$ cat src/rtl/mem_bus_arbiter_pkg.sv
// Shared memory-bus types: command encoding, tag/address widths, requester and arbiter state enums.
package sys_defs;

  typedef enum logic [1:0] {
    MEM_NONE  = 2'h0,
    MEM_LOAD  = 2'h1,
    MEM_STORE = 2'h2
  } MEM_COMMAND;

  typedef logic [3:0]  MEM_TAG;
  typedef logic [31:0] ADDR;

  typedef enum logic {
    OWN_ICACHE = 1'b0,
    OWN_DCACHE = 1'b1
  } REQ_OWNER;

  typedef enum logic [1:0] {
    ARB_IDLE   = 2'd0,
    ARB_HOLD_I = 2'd1,
    ARB_HOLD_D = 2'd2
  } ARB_STATE;

endpackage

$ cat src/rtl/mem_bus_arbiter_owner_table.sv
// Per-tag owner record: set on accepted loads, cleared on data return, combinational lookup.
// Clear and set land on the same edge; set wins, so a tag reissued in its return cycle keeps its new owner.
module mem_tag_owner_table
  import sys_defs::*;
#(
  parameter int NUM_TAGS = 16
) (
  input  logic       clock,
  input  logic       reset,
  input  logic       set_en,
  input  logic [3:0] set_tag,
  input  logic       set_owner,
  input  logic       clr_en,
  input  logic [3:0] clr_tag,
  input  logic [3:0] lookup_tag,
  output logic       lookup_vld,
  output logic       lookup_owner
);

  logic [NUM_TAGS-1:0] valid;
  logic [NUM_TAGS-1:0] owner;

  always_ff @(posedge clock or negedge reset) begin
    if (!reset) begin
      valid <= '0;
      owner <= '0;
    end else begin
      if (clr_en) valid[clr_tag] <= 1'b0;
      if (set_en && (set_tag != 4'd0)) begin
        valid[set_tag] <= 1'b1;
        owner[set_tag] <= set_owner;
      end
    end
  end

  assign lookup_vld   = valid[lookup_tag];
  assign lookup_owner = owner[lookup_tag];

endmodule

$ cat src/rtl/mem_bus_arbiter.sv
// Arbitrates icache/dcache onto one memory port, holding a grant until memory returns a nonzero tag.
// Request path and data-tag steering are combinational; tag ownership and tag_error update on the edge.
module mem_bus_arbiter
  import sys_defs::*;
#(
  parameter int NUM_TAGS   = 16,
  parameter int STARVE_MAX = 4
) (
  input  logic        clock,
  input  logic        reset,
  input  logic [1:0]  icache_command,
  input  logic [31:0] icache_addr,
  input  logic [1:0]  dcache_command,
  input  logic [31:0] dcache_addr,
  input  logic [63:0] dcache_store_data,
  input  logic [3:0]  mem2proc_transaction_tag,
  input  logic [3:0]  mem2proc_data_tag,
  input  logic [63:0] mem2proc_data,
  output logic [1:0]  proc2mem_command,
  output logic [31:0] proc2mem_addr,
  output logic [63:0] proc2mem_data,
  output logic [3:0]  icache_transaction_tag,
  output logic [3:0]  dcache_transaction_tag,
  output logic [3:0]  icache_data_tag,
  output logic [3:0]  dcache_data_tag,
  output logic [63:0] resp_data,
  output logic        tag_error
);

  localparam int SCW = $clog2(STARVE_MAX + 1);

  ARB_STATE       state;
  logic [SCW-1:0] starve_cnt;
  logic           i_req, d_req, grant_i, grant_d, accepted;
  logic           data_ret, lookup_vld, lookup_owner;

  assign i_req = (icache_command != MEM_NONE);
  assign d_req = (dcache_command != MEM_NONE);

  // A holder that withdraws releases the bus for the cycle; arbitration resumes from IDLE next cycle.
  always_comb begin
    grant_i = 1'b0;
    grant_d = 1'b0;
    case (state)
      ARB_IDLE: begin
        if (i_req && d_req) begin
          if (starve_cnt == SCW'(STARVE_MAX)) grant_i = 1'b1;
          else                                grant_d = 1'b1;
        end else begin
          grant_i = i_req;
          grant_d = d_req;
        end
      end
      ARB_HOLD_I: grant_i = i_req;
      ARB_HOLD_D: grant_d = d_req;
      default: ;
    endcase
  end

  always_comb begin
    proc2mem_command = MEM_NONE;
    proc2mem_addr    = '0;
    proc2mem_data    = '0;
    if (grant_i) begin
      proc2mem_command = icache_command;
      proc2mem_addr    = icache_addr;
    end else if (grant_d) begin
      proc2mem_command = dcache_command;
      proc2mem_addr    = dcache_addr;
      proc2mem_data    = dcache_store_data;
    end
  end

  assign accepted               = (grant_i || grant_d) && (mem2proc_transaction_tag != 4'd0);
  assign icache_transaction_tag = grant_i ? mem2proc_transaction_tag : 4'd0;
  assign dcache_transaction_tag = grant_d ? mem2proc_transaction_tag : 4'd0;

  assign data_ret        = (mem2proc_data_tag != 4'd0);
  assign icache_data_tag = (data_ret && lookup_vld && lookup_owner == OWN_ICACHE) ? mem2proc_data_tag : 4'd0;
  assign dcache_data_tag = (data_ret && lookup_vld && lookup_owner == OWN_DCACHE) ? mem2proc_data_tag : 4'd0;
  assign resp_data       = mem2proc_data;

  always_ff @(posedge clock or negedge reset) begin
    if (!reset) begin
      state      <= ARB_IDLE;
      starve_cnt <= '0;
      tag_error  <= 1'b0;
    end else begin
      if (!(grant_i || grant_d) || accepted) state <= ARB_IDLE;
      else if (grant_i)                      state <= ARB_HOLD_I;
      else                                   state <= ARB_HOLD_D;

      if (grant_i && accepted)
        starve_cnt <= '0;
      else if (i_req && !grant_i && (starve_cnt != SCW'(STARVE_MAX)))
        starve_cnt <= starve_cnt + SCW'(1);

      if (data_ret && !lookup_vld) tag_error <= 1'b1;
    end
  end

  mem_tag_owner_table #(
    .NUM_TAGS(NUM_TAGS)
  ) u_owner_table (
    .clock       (clock),
    .reset       (reset),
    .set_en      (accepted && (proc2mem_command == MEM_LOAD)),
    .set_tag     (mem2proc_transaction_tag),
    .set_owner   (grant_d ? OWN_DCACHE : OWN_ICACHE),
    .clr_en      (data_ret),
    .clr_tag     (mem2proc_data_tag),
    .lookup_tag  (mem2proc_data_tag),
    .lookup_vld  (lookup_vld),
    .lookup_owner(lookup_owner)
  );

endmodule
$ cat config.mk
export PLATFORM = sky130hd
export DESIGN_NAME = mem_bus_arbiter
export DESIGN_NICKNAME = d
export VERILOG_FILES = /design/src/rtl/mem_bus_arbiter_pkg.sv /design/src/rtl/mem_bus_arbiter_owner_table.sv /design/src/rtl/mem_bus_arbiter.sv
export SDC_FILE = /design/constraint.sdc
export NUM_CORES = 1
export LEC_CHECK = 0
export ABC_CLOCK_PERIOD_IN_PS = 2480
export BUFFER_PORTS_ARGS = -buffer_cell sky130_fd_sc_hd__buf_4
export CAP_MARGIN = 25
export CORE_AREA = 2 2 149 151
export DETAILED_ROUTE_END_ITERATION = 16
export DIE_AREA = 0 0 151 153
export HOLD_SLACK_MARGIN = 0.15
export PLACE_DENSITY_LB_ADDON = 0.12
export SYNTH_ARGS = -nofsm -noshare
export SYNTH_HDL_FRONTEND = slang
export SYNTH_SLANG_ARGS = --single-unit
export TNS_END_PERCENT = 20
$ cat constraint.sdc
create_clock -name clock -period 2.48 [get_ports clock]
set_clock_uncertainty 0.2 [all_clocks]
set_input_delay 0.124 -clock clock [delete_from_list [all_inputs] [get_ports clock]]
set_output_delay 0.124 -clock clock [all_outputs]
set_load 0.1 [all_outputs]
Word-level counts from Yosys, hierarchy flattened. Index checks and enable logic that the tools add are counted.

Flip-flop bits (word level): 38. Logic and storage cells: 75.

$add $sub $neg: 1. Order comparisons: 4. Equal/unequal tests: 5. Muxes and demuxes: 32. Bitwise operators: 4. Reduce and logical (&&, ||, !) cells: 24.

Operator list (number): $mux 64 (2); $mux 32 (2); $mux 16 (2); $and 16x16->16 (1); $bwmux 16 (1); $mux 4 (4); $not 16->16 (1); $or 16x16->16 (1); $logic_and 1x1->1 (13); $lt 4x5->1 const B (2); $mux 1 (9); $bmux 1 s4 (2); $demux 1 s4 (2); $ge 4x1->1 const B (2); $mux 2 (4); $reduce_bool 4->1 (2); $mux 3 (2); $reduce_bool 2->1 (3); $eq 2x1->1 const B (2); $pmux 1 s2 (2); $add 3x1->3 const B (1); $eq 3x3->1 const B (1); $logic_not 1->1 (3); $ne 3x3->1 const B (1); 4 further kinds (5).

Logic depth before layout (Yosys ltp).
Depth in word-level cells: 10. Gate-level depth with buffers: 8.

Cells and area by module. A second synthesis with hierarchy kept.

Cell total of the unflattened synthesis: 366. Area total of the unflattened synthesis: 3339.5 um^2.

By module, submodules not included: mem_bus_arbiter (instances 1, cells each 230, area an instance 1742.9 um^2); mem_tag_owner_table (instances 1, cells each 136, area an instance 1596.5 um^2).

Worst setup path before layout. Ideal clock, no wire load.

Path type: input to output. Start: input mem2proc_data_tag[0]. End: output dcache_data_tag[3]. Arrival: 2.493 ns. Data required time: 2.156 ns. Setup slack: -0.337 ns. Cell stages on the path: 6. Cells stage by stage: buf_2 > clkbuf_1 > mux4_2 > a22oi_1 > nand2_1 > nor2b_1.

Cells in the longest elaborated chain, start to end: 5. Elaborated cells on any way between the ends: 8.

RTL lines: start, declared (RTL line mem_bus_arbiter.sv:17) `input logic [3:0] mem2proc_data_tag,`; $bmux 1 s4 (RTL line mem_bus_arbiter_owner_table.sv:36) `assign lookup_vld = valid[lookup_tag];`; $mux 1 (implied by the code) (RTL line mem_bus_arbiter_owner_table.sv:36); $logic_and 1x1->1 (RTL line mem_bus_arbiter.sv:80) `assign dcache_data_tag = (data_ret && lookup_vld && lookup_owner == OWN_DCACHE) ? mem2proc_data_tag : 4'd0;`; $logic_and 1x1->1 (*) (RTL line mem_bus_arbiter.sv:80); $mux 4 (*) (RTL line mem_bus_arbiter.sv:80); end, declared (RTL line mem_bus_arbiter.sv:25) `output logic [3:0] dcache_data_tag,`.

Mark *: on every way between the ends. The rest lies on a longest branch, timed or not. The select of a mux whose other input is x is not followed.

Worst setup path in the final report.
Start: register starve_cnt[0]. End: register u_owner_table.owner[13].

Cells in the longest elaborated chain, start to end: 9. Elaborated cells on any way between the ends: 16.

RTL lines: start, declared (RTL line mem_bus_arbiter.sv:33) `logic [SCW-1:0] starve_cnt;`; start signal, assigned (RTL line mem_bus_arbiter.sv:96) `starve_cnt <= starve_cnt + SCW'(1);`; $eq 3x3->1 (*) (RTL line mem_bus_arbiter.sv:47) `if (starve_cnt == SCW'(STARVE_MAX)) grant_i = 1'b1;`; $mux 1 (RTL line mem_bus_arbiter.sv:47); $mux 1 (RTL line mem_bus_arbiter.sv:46) `if (i_req && d_req) begin`; $pmux 1 s2 (RTL line mem_bus_arbiter.sv:44) `case (state)`; $mux 2 (RTL line mem_bus_arbiter.sv:67) `end else if (grant_d) begin`; $mux 2 (RTL line mem_bus_arbiter.sv:64) `if (grant_i) begin`; $eq 2x1->1 (RTL line mem_bus_arbiter.sv:107) `.set_en (accepted && (proc2mem_command == MEM_LOAD)),`; $logic_and 1x1->1 (RTL line mem_bus_arbiter.sv:107); $logic_and 1x1->1 (RTL line mem_bus_arbiter_owner_table.sv:29) `if (set_en && (set_tag != 4'd0)) begin`; end signal, assigned by index (RTL line mem_bus_arbiter_owner_table.sv:31) `owner[set_tag] <= set_owner;`; end, declared (RTL line mem_bus_arbiter_owner_table.sv:21) `logic [NUM_TAGS-1:0] owner;`.

Mark *: on every way between the ends. The rest lies on a longest branch, timed or not. A chain may end at the register's enable or synchronous reset.

==> run metrics <==
status=complete, but fails checks; violated checks=negative setup slack; worst stage delay on the critical path=approximately 570 ps; Starting Density=around 16%; hold depth=4; Least-Margin Pin Slew=1010 ps; number of port buffers=256; nets=866; setup ws final=-105 ps; Final Total Pwr=between 7 and 8 mW; r2r startpoint=starve_cnt[0]; die area=approximately 23000 sq um; crit path max fanout=6; R2R Setup Slk=-110 ps; Place WS=-226 ps; sequential area share after synthesis=28.5%; FF-to-FF End=u_owner_table.owner[13]; Rel. slew slack=around a third; via count of the first global-routing pass=3801; CTS max path bufs=2; Worst Path Buf+Inv=1; Core Util, Final=36.3%; Placer Congestion=0.811; GRT overflow=0; register area=951 sq um; Worst EP arrival=about 2600 ps; Crit-path slowest cell=or4_4; hold path start=icache_command[0]; worst r2r path cells=7; clock buffer count from CTS=5; # H-tree levels=2; Leak=3.65 nW; Hold WC Path Type=input pin to register; CTS tree=yes; Worst setup EP type=register; Synth Register Bits=38; row count=54; Post-DP Area=~5300 sq um; maxcap violations=0; post-DP HPWL=approximately 12000 um; ANT cells=0; wire length per cell=17.6 um; root buffer cell=clkbuf_16; IO Count=385; Reg clk slew, reported paths=60 ps; DRC Markers=0; largest net degree at the start of global routing=78; CP Launch Type=register; Fmax=0.387 GHz; DRT Wirelength=approximately 17000 um; Syn. warnings=0; leading cell type in the layout, fill and taps excluded=buf_4; clock latency on the worst-skew pair=approximately 290 ps; fill cell count=2160; first-pass GRT wire length=about 23000 um; Fin. Hold Viols=0; Antenna Nets Post-Route=0; area of the multi-input gates=2210 sq um; Net Count, Synth=between 500 and 600; die height=153 um; max-slew violations=0; most frequent cells in the layout=173 x buf_4, 76 x buf_12, 73 x dlygate4sd3_1; routed via count=between 3000 and 4000; DR vias/cell=4.13; area grow syn2layout=134%; post-route cell area=about 7800 sq um; router iterations before antenna repair=4; post-route clock period utilization=104%; Cell variety after synth=38; dpl cells=849; Cell Area, Synth=~3300 sq um; Max rail drop VDD=0.000419 V; DR iter-0 viols=between 100 and 150; Layout Cells excl Fill=939; layout cells sized above 1=62.1%; Req. time, crit path=2440 ps; clock sink count=38; crit-path leading delay family=compound AO/OA/AOI/OAI gates; crit path time final=2590 ps; core area=around 21000 sq um; Synth Instances=about 380; Horiz. Die Dim=between 150 and 200 um; cells along the critical path=inv_1, ha_2, nand2_2, a211o_1, a221o_2, or4_4, mux2_4; kind of critical path=register to register; RSZ-0062 raised after global routing=true; Avg Cell Area, Syn=8.81 sq um; hold path endpoint=starve_cnt[1]; total track usage=12.8%; final setup violation count=19; Cell Pwr Density=913 nW/um^2; antenna violations before repair=1
synth_stat cells (all sizes together):
cell	count	area, sq um
nand4	1	6.26
ha	2	25.0
a21oi	3	15.0
buf	66	490
nand2b	4	25.0
and2b	1	7.51
a221o	1	10.0
a211o	2	17.5
o21ai	2	10.0
a22o	32	280
and3	6	37.5
and2	73	457
clkbuf	24	90.1
nor2b	6	37.5
o221ai	1	8.76
mux2	16	180
a22oi	1	7.51
a21o	12	90.1
o2bb2ai	1	8.76
nor3	4	20.0
nand3b	1	7.51
dfrtp	38	951
o211ai	1	7.51
nor2	7	26.3
inv	7	26.3
o21bai	2	15.0
nor4	10	62.6
mux4	8	180
xnor2	1	8.76
o22ai	1	6.26
or2	3	18.8
nand2	27	101
nand3	6	30.0
or4	5	37.5
o21ba	1	10.0
and3b	2	17.5
layer usage:
| metal | track usage, % | vias to the layer above | routed length, um |
|---|---|---|---|
| met5 | 0 | - | 10 |
| met4 | 1.65 | 2 | 89 |
| met3 | 4.12 | 8 | 1300 |
| met2 | 22.2 | 191 | 8850 |
| met1 | 15.8 | 1868 | 6300 |
| li1 | - | 1811 | - |
layout make-up:
class / instances / share of cell area (%)
Multi-Input combinational cell: 243 / 28.4
Timing Repair Buffer: 363 / 52.0
Clock buffer: 6 / 1.78
Clock inverter: 2 / 0.771
Inverter: 7 / 0.337
Tap cell: 280 / 4.50
Sequential cell: 38 / 12.2
through the flow:
| stage | TNS [ps] | hold slack (ps) |
|---|---|---|
| 2_1_floorplan | -8300 | -372 |
| 3_3_place_gp | -1710 | -47.3 |
| 3_5_place_dp | -2210 | -56.0 |
| 4_1_cts | -914 | 162 |
| 5_1_grt | -7580 | 193 |
| 6_report | -965 | 150 |
worst register-to-register path: cells and delay by family (launching register included):
| kind | cells | cell delay, ps |
|---|---|---|
| compound gates | 2 | 720 |
| simple gates | 2 | 620 |
| flops | 1 | 370 |
| mux | 1 | 310 |
| fa+ha+maj | 1 | 170 |
| buf+inv | 1 | 70 |
sequential cells by signal, indices dropped and copies added (netlist names):
register,flops
u_owner_table.owner,16
starve_cnt,3
tag_error,1
state,2
u_owner_table.valid,16
cell families after synthesis:
| family | Yosys count | share of synthesized area, % |
|---|---|---|
| AOI/OAI and AO/OA | 60 | 14.6 |
| and+or+nand+nor | 156 | 26.8 |
| xor gates and xnor gates | 1 | 0.263 |
| buffers and inverters | 97 | 18.2 |
| adders and majority gates | 2 | 0.751 |
| DFF | 38 | 28.5 |
| muxes | 24 | 10.8 |
repair_timing:
action / CTS / global route
hold buffers: 73 / 0
gates cloned: 0 / 2
setup endpoints to repair: 106 / 126
hold endpoints to repair: 113 / 0
resized for setup: 80 / 265
setup buffers: 1 / 6
pin swaps: 4 / 16
power breakdown:
group          internal [mW]  switching, mW  leakage (nW)  total, mW
combinational           1.85           3.52          3.05       5.37
sequential             0.778         0.0927         0.496      0.871
clock                  0.604          0.262        0.0971      0.866
worst max path at each step:
stage / slack [ps] / endpoint / depth (start not counted) / startpoint
3_3_place_gp: -140 / u_owner_table.owner[6] / 8 / starve_cnt[0]
6_report: -110 / u_owner_table.owner[13] / 7 / starve_cnt[0]
4_1_cts: -100 / u_owner_table.owner[13] / 7 / starve_cnt[0]
2_1_floorplan: -180 / proc2mem_data[33] / 8 / starve_cnt[0]
5_1_grt: -200 / u_owner_table.owner[13] / 7 / starve_cnt[0]
3_5_place_dp: -230 / u_owner_table.owner[3] / 8 / starve_cnt[0]
Power figures use the tool's default switching activity.
